--- src/rtl/ultrasonic_multich_order_ctrl.sv ---
// Multi-channel ultrasonic order/DAC controller. A two-stage pipeline registers each
// command and then applies it to the addressed channel's order, image and DAC state.
module ultrasonic_multich_order_ctrl #(
  parameter int DATA_WIDTH     = 16,
  parameter int NUM_CH         = 4,
  parameter int MAX_ORDERS     = 5,
  parameter int IMGS_PER_ORDER = 50,
  parameter int DAC_WIDTH      = 12,
  parameter int AMT_SHIFT      = 4,
  parameter int SATURATE       = 1
) (
  input  logic                           clk,
  input  logic                           rst_n,
  input  logic [DATA_WIDTH-1:0]          received_data,
  input  logic [$clog2(NUM_CH)-1:0]      cmd_ch,
  output logic [NUM_CH*DAC_WIDTH-1:0]    outputDAC,
  output logic [NUM_CH-1:0]              no_order,
  output logic [NUM_CH-1:0]              order_full,
  output logic                           order_accept,
  output logic                           order_reject,
  output logic [NUM_CH-1:0]              order_done
);

  localparam int CHW = $clog2(NUM_CH);
  localparam int OCW = $clog2(MAX_ORDERS + 1);
  localparam int ICW = (IMGS_PER_ORDER > 1) ? $clog2(IMGS_PER_ORDER) : 1;
  localparam logic [OCW-1:0] ORD_MAX  = OCW'(MAX_ORDERS);
  localparam logic [ICW-1:0] IMG_LAST = ICW'(IMGS_PER_ORDER - 1);

  // Step is evaluated one bit wider than the DAC so the carry/borrow selects the clamp.
  function automatic logic [DAC_WIDTH-1:0] dac_step(input logic [DAC_WIDTH-1:0] lvl,
                                                    input logic [7:0] amt,
                                                    input logic up);
    logic [DAC_WIDTH:0] step;
    logic [DAC_WIDTH:0] res;
    step = (DAC_WIDTH+1)'({24'd0, amt} << AMT_SHIFT);
    if (up) res = {1'b0, lvl} + step;
    else    res = {1'b0, lvl} - step;
    if ((SATURATE != 0) && res[DAC_WIDTH]) dac_step = up ? {DAC_WIDTH{1'b1}} : {DAC_WIDTH{1'b0}};
    else                                   dac_step = res[DAC_WIDTH-1:0];
  endfunction

  logic                 unused_hi_s;
  logic [14:0]          d_r;
  logic [CHW-1:0]       ch_r;
  logic [OCW-1:0]       order_cnt_r [NUM_CH];
  logic [ICW-1:0]       img_cnt_r   [NUM_CH];
  logic [DAC_WIDTH-1:0] dac_r       [NUM_CH];
  logic [OCW-1:0]       order_nxt_s [NUM_CH];
  logic [ICW-1:0]       img_nxt_s   [NUM_CH];
  logic [DAC_WIDTH-1:0] dac_nxt_s   [NUM_CH];
  logic [NUM_CH-1:0]    sel_s, clr_s, acc_s, rej_s, rcv_go_s, fin_s;
  logic                 ok_s, on_s, off_s, inc_s, dec_s, rcv_s, snd_s, vld_s;
  logic [7:0]           amt_s;

  assign unused_hi_s = ^received_data;
  assign on_s  = d_r[0];
  assign off_s = d_r[1];
  assign inc_s = d_r[2];
  assign dec_s = d_r[3];
  assign rcv_s = d_r[4];
  assign snd_s = d_r[5];
  assign vld_s = d_r[6];
  assign amt_s = d_r[14:7];
  assign ok_s  = vld_s & on_s & ~off_s;

  // Stage 1: capture command word and target channel
  always_ff @(posedge clk) begin
    if (rst_n) begin
      d_r  <= 15'd0;
      ch_r <= {CHW{1'b0}};
    end else begin
      d_r  <= received_data[14:0];
      ch_r <= cmd_ch;
    end
  end

  // Per-channel command qualification; an out-of-range ch_r matches no channel
  for (genvar c = 0; c < NUM_CH; c++) begin : g_ch
    assign sel_s[c]    = ({1'b0, ch_r} == (CHW+1)'(c));
    assign clr_s[c]    = sel_s[c] & vld_s & off_s;
    assign acc_s[c]    = sel_s[c] & ok_s & snd_s & (inc_s ^ dec_s) & (order_cnt_r[c] != ORD_MAX);
    assign rej_s[c]    = sel_s[c] & ok_s & snd_s &
                         ((inc_s & dec_s) | ((inc_s ^ dec_s) & (order_cnt_r[c] == ORD_MAX)));
    assign rcv_go_s[c] = sel_s[c] & ok_s & rcv_s & ~(inc_s & dec_s) & (order_cnt_r[c] != {OCW{1'b0}});
    assign fin_s[c]    = rcv_go_s[c] & (img_cnt_r[c] == IMG_LAST);
  end

  // Next-state for every channel; unaddressed channels hold
  always_comb begin
    for (int c = 0; c < NUM_CH; c++) begin
      order_nxt_s[c] = order_cnt_r[c];
      img_nxt_s[c]   = img_cnt_r[c];
      dac_nxt_s[c]   = dac_r[c];
      if (clr_s[c]) begin
        order_nxt_s[c] = {OCW{1'b0}};
        img_nxt_s[c]   = {ICW{1'b0}};
        dac_nxt_s[c]   = {DAC_WIDTH{1'b0}};
      end else begin
        order_nxt_s[c] = order_cnt_r[c] + OCW'(acc_s[c]) - OCW'(fin_s[c]);
        dac_nxt_s[c]   = acc_s[c] ? dac_step(dac_r[c], amt_s, inc_s) : dac_r[c];
        if (fin_s[c])         img_nxt_s[c] = {ICW{1'b0}};
        else if (rcv_go_s[c]) img_nxt_s[c] = img_cnt_r[c] + ICW'(1);
        else                  img_nxt_s[c] = img_cnt_r[c];
      end
    end
  end

  // Stage 2: channel state and registered strobes
  always_ff @(posedge clk) begin
    if (rst_n) begin
      for (int c = 0; c < NUM_CH; c++) begin
        order_cnt_r[c] <= {OCW{1'b0}};
        img_cnt_r[c]   <= {ICW{1'b0}};
        dac_r[c]       <= {DAC_WIDTH{1'b0}};
      end
      order_accept <= 1'b0;
      order_reject <= 1'b0;
      order_done   <= {NUM_CH{1'b0}};
    end else begin
      for (int c = 0; c < NUM_CH; c++) begin
        order_cnt_r[c] <= order_nxt_s[c];
        img_cnt_r[c]   <= img_nxt_s[c];
        dac_r[c]       <= dac_nxt_s[c];
      end
      order_accept <= |acc_s;
      order_reject <= |rej_s;
      order_done   <= fin_s;
    end
  end

  // Flatten DAC levels and derive occupancy flags
  always_comb begin
    outputDAC  = {(NUM_CH*DAC_WIDTH){1'b0}};
    no_order   = {NUM_CH{1'b0}};
    order_full = {NUM_CH{1'b0}};
    for (int c = 0; c < NUM_CH; c++) begin
      outputDAC[c*DAC_WIDTH +: DAC_WIDTH] = dac_r[c];
      no_order[c]   = (order_cnt_r[c] == {OCW{1'b0}});
      order_full[c] = (order_cnt_r[c] == ORD_MAX);
    end
  end

endmodule

--- config.mk ---
export PLATFORM = sky130hd
export DESIGN_NAME = ultrasonic_multich_order_ctrl
export DESIGN_NICKNAME = d
export VERILOG_FILES = /design/src/rtl/ultrasonic_multich_order_ctrl.sv
export SDC_FILE = /design/constraint.sdc
export NUM_CORES = 1
export LEC_CHECK = 0
export BUFFER_PORTS_ARGS = -buffer_cell sky130_fd_sc_hd__buf_4
export CAP_MARGIN = 20
export CORE_MARGIN = 5
export CORE_UTILIZATION = 31
export CTS_CLUSTER_DIAMETER = 150
export CTS_CLUSTER_SIZE = 16
export DETAILED_ROUTE_END_ITERATION = 10
export MAX_ROUTING_LAYER = met4
export SYNTH_ARGS = -nofsm -noshare
export SYNTH_HDL_FRONTEND = slang
export SYNTH_SLANG_ARGS = --single-unit
--- constraint.sdc ---
create_clock -name clk -period 3.7 [get_ports clk]
set_input_delay 0.37 -clock clk [delete_from_list [all_inputs] [get_ports clk]]
set_output_delay 0.37 -clock clk [all_outputs]
set_load 0.005 [all_outputs]
==> run_results.csv, run 1 <==
group,metric,value,unit
finish,final_cells,964,
cts,tritoncts,"built",
floorplan,core_area,18000,µm²
synth,synth_top_family_by_area,"simple AND/OR/NAND/NOR gates",
critical_path,worstSetupPathType,"flip-flop to flip-flop",
cts,cts_htree_levels,3,
route,detail_route.iter0.violations,268,
synth,synth_area_leaders,"sky130_fd_sc_hd__dfxtp_1 33%, sky130_fd_sc_hd__ha_1 12%, sky130_fd_sc_hd__xor2_1 6.0%",
synth,synth_cell_type_count,61,
floorplan,core.rowCount,49,
floorplan,start_util,31.6,%
floorplan,design.portCount,82,
finish,area.sequential,1900,µm²
finish,fillerInstances,1895,
floorplan,die-area,21200,µm²
critical_path,crit_path_start_kind,"flip-flop",
pwr,tot_pwr,2.28,mW
sta,setup_tns,0,ns
synth,share_of_the_synthesized_area_in_the_top_cell_type,33.3,%
critical_path,critPathMaxFanout,8,
synth,yosys_warnings,0,
pwr,cellPowerDensity,333,nW/µm²
status,status,"completed",
sta,clock.fmax,302,MHz
global_route,grt_overflow,0,
pwr,peak_supply_drop,0.244,mV
synth,synth_fp_nets,736,
finish,multi_input_comb_area,3460,µm²
finish,final_cell_area,6840,µm²
finish,finish.net_count,812,
cts,ctsHoldBuffers,0,
cts,cts.repair_timing.setup_buffer_count,0,
sta,max_slew_margin,55.3,%
placement,dpl_worst_slack,0.395,ns
global_route,grt_pass1_vias,4592,
route,drcViolationCount,0,
synth,primary_ff_master_synth,"sky130_fd_sc_hd__dfxtp_1",
route,dr.pass1.iters,5,
sta,finalSetupViolations,0,
synth,netlist.top_cell.by_area,"sky130_fd_sc_hd__dfxtp_1",
sta,post-route-worst-setup-slack,0.387,ns
global_route,pin_count_of_the_biggest_net_entering_global_routing,32,
synth,post_synthesis_sequential_area_ratio,33.3,%
sta,final-max-slew-violation-count,0,
global_route,gr-usage-all-layers,14.1,%
global_route,antenna_found_initial,0,
critical_path,crit_path_end_kind,"flip-flop",
floorplan,floorplan.die.width,146,µm
pwr,total_leakage_power,2.99,nW
cts,clock_pin_slew_reported_for_the_worst_setup_and_hold_paths_after_clock_tree_synthesis,0.07,ns
sta,min_period,3.31,ns
flow_run,cap_violations,0,
synth,post_synth_most_frequent_cells,"95 x sky130_fd_sc_hd__dfxtp_1, 58 x sky130_fd_sc_hd__nor2_1, 54 x sky130_fd_sc_hd__ha_1",
route,route.detailed.wl_per_inst,14.8,µm
synth,xor_and_xnor_fraction_of_the_mapped_netlist_area,8.60,%
route,vias_per_cell,4.90,
synth,synth.avg_cell_area,8.72,µm²
placement,place.port_buffers,80,
cts,clk_sinks,95,
sta,min_period_over_period,89.5,%
synth,postSynth.asyncResetShare,0,%
floorplan,chipHeight,146,µm
placement,dpl_cell_area,6540,µm²
worst_hold_path,min_path_type,"input port to flip-flop",
sta,unrepaired_setup_endpoints_after_global_routing,"no",
cts,cts-resized-gates,0,
route,via_count,4719,
finish,num_antenna_cells,0,
sta,final-hold-violation-count,0,
synth,synth-adder-area-share,14.7,%
synth,post_synth_and_or_nand_nor_area_fraction,19.2,%
sta,skew,0.0146,ns
placement,place.detailed.instances,948,
synth,muxShareOfSynthArea,0.592,%
synth,post_synth_instance_area,5700,µm²
route,final_antenna_net_count,0,
critical_path,required,3.93,ns
cts,root_buffer,"sky130_fd_sc_hd__clkbuf_16",
synth,syn-instance-count,654,
cts,cts_buffer_depth,2,
critical_path,cp_data_arrival_time,3.54,ns
synth,synth_enable_flop_cells,0,
placement,global_placer_s_final_weighted_congestion,0.841,
synth,post_synthesis_compound_gate_area_fraction,17.7,%
placement,place_hpwl,10800,µm
synth,yosysMostFrequentCell,"sky130_fd_sc_hd__dfxtp_1",
finish,area.growth.synth_to_final,19.9,%
synth,yosys_register_bits,95,
global_route,grt_first_pass_wirelength,23600,µm
cts,worst_skew_pair.late_latency,0.36,ns
sta,tightestPinTransition,0.669,ns
cts,tritoncts.num_buffers,9,
route,detail_route.wirelength,14300,µm
finish,layout-drive-gt1-share,17.4,%
metal layers:
metal	wire, µm	up-vias	GRT usage [%]
li1	-	2462	-
met5	0	-	-
met2	6180	95	20.8
met4	257	0	4.43
met3	782	16	3.89
met1	7040	2146	18.7
cells in the final DEF, fill, tap and decap left out, drive strengths merged, types with 13 or more instances in the layout:
| cell | Yosys | final |
|---|---|---|
| nand4 | 13 | 13 |
| dfxtp | 95 | 95 |
| nor2 | 58 | 58 |
| ha | 54 | 54 |
| inv | 39 | 42 |
| a31oi | 27 | 27 |
| buf | 17 | 97 |
| o211ai | 15 | 15 |
| nand2 | 53 | 53 |
| xor2 | 39 | 39 |
| o21ai | 34 | 34 |
| nor2b | 18 | 18 |
| nor3 | 16 | 16 |
| xnor2 | 17 | 17 |
| a21oi | 27 | 27 |
state kept, by name, indices dropped and copies added, names as in the netlist:
register,count
dac_r,36
img_cnt_r,24
d_r,15
order_cnt_r,12
order_done,4
ch_r,2
order_accept,1
order_reject,1
worst max-delay path: stages (launching register included):
cell and delay, ns:
sky130_fd_sc_hd__dfxtp_1 0.38, sky130_fd_sc_hd__inv_1 0.07, sky130_fd_sc_hd__ha_1 0.28, sky130_fd_sc_hd__mux2_2 0.40
sky130_fd_sc_hd__fa_1 0.48, sky130_fd_sc_hd__a211oi_1 0.47, sky130_fd_sc_hd__o211ai_1 0.31, sky130_fd_sc_hd__and4_1 0.37
sky130_fd_sc_hd__o21ai_0 0.31, sky130_fd_sc_hd__o22ai_1 0.12
path summary, 6_finish.rpt:
kind / to / depth (start not counted) / from / slack (ns)
setup / recovery: dac_r[3][10] / 9 / d_r[7] / 0.39
setup reg to reg: dac_r[3][10] / 9 / d_r[7] / 0.39
hold / removal: d_r[4] / 2 / received_data[4] / 0.22
hold reg to reg: dac_r[0][4] / 2 / dac_r[0][4] / 0.51
logic make-up after synthesis:
| kind of cell | after synthesis |
|---|---|
| buffers and inverters | 73 |
| adders and majority gates | 62 |
| DFF | 95 |
| AOI/OAI and AO/OA | 154 |
| and+or+nand+nor | 212 |
| muxes | 2 |
| xor gates and xnor gates | 56 |
area by class of cell:
cell class                      count  share of cell area, %
Timing Repair Buffer               97                   10.6
Clock inverter                      7                   1.15
Inverter                           41                   2.27
Clock buffer                        9                   3.29
Tap cell                          229                   4.19
Multi-Input combinational cell    486                   50.6
Sequential cell                    95                   27.8
power by group:
group	switching [mW]	leakage (nW)	total [mW]	internal [mW]
Combinational	0.159	2.07	0.267	0.108
Sequential	0.0124	0.770	1.04	1.03
Clock	0.433	0.144	0.965	0.532
through the flow:
stage / utilization [%] / hold slack, ns
6_report: 37.9 / 0.221
5_1_grt: 37.9 / 0.218
4_1_cts: 37.9 / 0.209
3_5_place_dp: 36.3 / 0.498
3_3_place_gp: 36.3 / 0.494
2_1_floorplan: - / 0.479
No activity file was read; power rests on OpenSTA's default activity.
==> run 2: changes to the inputs <==
--- a/config.mk
+++ b/config.mk
@@ -8,11 +8,12 @@
 export BUFFER_PORTS_ARGS = -buffer_cell sky130_fd_sc_hd__buf_4
 export CAP_MARGIN = 20
 export CORE_MARGIN = 5
-export CORE_UTILIZATION = 31
+export CORE_UTILIZATION = 32
 export CTS_CLUSTER_DIAMETER = 150
 export CTS_CLUSTER_SIZE = 16
 export DETAILED_ROUTE_END_ITERATION = 10
 export MAX_ROUTING_LAYER = met4
+export SKIP_CTS_REPAIR_TIMING = 1
 export SYNTH_ARGS = -nofsm -noshare
 export SYNTH_HDL_FRONTEND = slang
 export SYNTH_SLANG_ARGS = --single-unit
==> run 2 against run 1 <==
Combinational power decreased by 3%; critical path depth decreased by 2; routed wire length decreased by 0.56%; via count increased by 0.21%; non-clock buffer count decreased by 3; final cell count decreased by 0.73%; hold slack improved by 0.0034 ns; first-iteration DRC count decreased by 34%; maximum frequency decreased by 1.2%; critical endpoint unchanged; largest cell class unchanged; highest routed layer unchanged.
==> run_results.csv, run 2 (synthesis results as in run 1) <==
group,metric,value,unit
route,via_count,4729,
sta,tightestPinTransition,0.690,ns
route,final_antenna_net_count,0,
pwr,total_leakage_power,2.97,nW
critical_path,cp_data_arrival_time,3.58,ns
route,dr.pass1.iters,4,
critical_path,critical-path-slowest-cell,"sky130_fd_sc_hd__dfxtp_1",
sta,skew,0.0102,ns
route,detail_route.iter0.violations,176,
finish,postLayoutCoreUtil,39.0,%
pwr,seq_power_share,47.6,%
cts,cts_htree_levels,3,
route,route.detailed.wl_per_inst,14.8,µm
sta,unrepaired_setup_endpoints_after_global_routing,"no",
global_route,grt_first_pass_wirelength,23100,µm
cts,root_buffer,"sky130_fd_sc_hd__clkbuf_16",
pwr,sw_frac_of_total,26.6,%
global_route,antenna_found_initial,0,
pwr,power_report.internal_total,1.61,mW
cts,tritoncts,"built",
sta,min_period,3.35,ns
sta,finalSetupViolations,0,
finish,layout_commonest_cell,"sky130_fd_sc_hd__dfxtp_1",
global_route,pin_count_of_the_biggest_net_entering_global_routing,32,
finish,layout_top_registers,"dac_r: 36 flops, img_cnt_r: 24 flops, d_r: 15 flops",
route,drcViolationCount,0,
critical_path,worstSetupPathType,"flip-flop to flip-flop",
floorplan,die-area,20600,µm²
sta,whs,0.224,ns
global_route,gr-usage-all-layers,14.7,%
status,status,"completed",
route,vias_per_cell,4.94,
cts,clock_pin_slew_reported_for_the_worst_setup_and_hold_paths_after_clock_tree_synthesis,0.07,ns
pwr,p_sw,585,µW
floorplan,chipHeight,144,µm
route,detail_route.wirelength,14200,µm
cts,clk_sinks,95,
cts,tritoncts.num_buffers,9,
critical_path,required,3.93,ns
placement,dpl_worst_slack,0.425,ns
finish,number_of_flip_flops_under_the_largest_register_name,36,
floorplan,core_area,17400,µm²
pwr,p_comb_share,11.8,%
worst_hold_path,min_path_type,"input port to flip-flop",
sta,clock.fmax,298,MHz
global_route,grt_pass1_vias,4457,
sta,max_slew_margin,53.8,%
critical_path,crit_path_end_kind,"flip-flop",
floorplan,core.rowCount,48,
placement,place_hpwl,10700,µm
sta,final-hold-violation-count,0,
global_route,grt_overflow,0,
critical_path,critPathMaxStageDelay,0.59,ns
finish,area.growth.synth_to_final,19.1,%
pwr,share_clk_of_total_power,40.6,%
sta,final-max-slew-violation-count,0,
finish,final_cell_mix,"95 x sky130_fd_sc_hd__dfxtp_1, 94 x sky130_fd_sc_hd__buf_4, 58 x sky130_fd_sc_hd__nor2_1",
placement,global_placer_s_final_weighted_congestion,0.854,
critical_path,critPathMaxFanout,12,
finish,fillerInstances,1826,
finish,finish.net_count,809,
sta,min_period_over_period,90.7,%
flow_run,cap_violations,0,
pwr,tot_pwr,2.20,mW
finish,layout-drive-gt1-share,17.1,%
placement,place.port_buffers,80,
floorplan,floorplan.die.width,144,µm
critical_path,crit_path_start_kind,"flip-flop",
floorplan,start_util,32.7,%
sta,setup_tns,0,ns
finish,num_antenna_cells,0,
pwr,peak_supply_drop,0.227,mV
cts,worst_skew_pair.late_latency,0.36,ns
finish,largest-register,"dac_r",
cts,cts_buffer_depth,2,
critical_path,worstPathCellList,"mux2_2 -> fa_1 -> a211oi_1 -> o211ai_1 -> and4_1 -> o21ai_0 -> o22ai_1",
pwr,cellPowerDensity,324,nW/µm²
sta,post-route-worst-setup-slack,0.346,ns
floorplan,design.portCount,82,
run 2: cell types whose count changed in the layout (fill, tap and decap cells not counted):
cell,previous run,this run
sky130_fd_sc_hd__o21ai_0,32,33
sky130_fd_sc_hd__clkbuf_8,0,1
sky130_fd_sc_hd__buf_4,97,94
sky130_fd_sc_hd__inv_8,1,0
sky130_fd_sc_hd__clkinv_4,0,1
sky130_fd_sc_hd__o21ai_1,2,1
sky130_fd_sc_hd__clkinvlp_4,2,1
sky130_fd_sc_hd__clkinv_2,2,3
sky130_fd_sc_hd__bufinv_16,1,0
run 2: metal layers:
layer	GRT usage [%]	vias to the layer above	part of all wire, %
li1	-	2465	-
met5	-	-	0
met4	2.87	0	0.87
met1	20.0	2169	49
met2	22.0	89	44
met3	3.96	6	5.7
run 2: final timing paths:
check	start	endpoint	slack, ns	depth (start not counted)
worst max register to register	d_r[2]	dac_r[3][10]	0.35	7
worst min-delay path	received_data[6]	d_r[6]	0.22	2
worst max-delay path	d_r[2]	dac_r[3][10]	0.35	7
worst min register to register	dac_r[1][4]	dac_r[1][4]	0.51	2
run 2: power by group through the flow:
stage / clock [mW] / combinational (mW) / sequential, mW
finish: 0.893 / 0.260 / 1.05
global route: 0.968 / 0.293 / 1.05
CTS: 0.927 / 0.261 / 1.04
detailed placement: 0 / 0.259 / 1.07
global placement: 0 / 0.257 / 1.07
floorplan: 0 / 0.188 / 1.06
run 2: per-stage QoR:
| step | cells | cell area (µm²) |
|---|---|---|
| after floorplan | 654 | 5700 |
| after global placement | 941 | 6510 |
| after detailed placement | 941 | 6510 |
| after CTS | 957 | 6790 |
| after global routing | 957 | 6790 |
| final | 957 | 6790 |
run 2: final cells by class:
class                   count  area [µm²]  share of cell area, %
multi-input cells         486        3460                   51.0
flip-flops and latches     95        1900                   28.0
repair buffers             94         706                   10.4
well taps                 225         282                   4.15
clock buffers              10         239                   3.52
inverters                  41         155                   2.28
clock inverters             6        43.8                  0.645
run 2: critical path: cells and delay by family, from the launching register on:
kind | cells | cell delay (ns)
muxes | 1 | 0.53
AOI/OAI and AO/OA | 4 | 1.25
adders and majority gates | 1 | 0.49
and+or+nand+nor | 1 | 0.36
DFF | 1 | 0.59
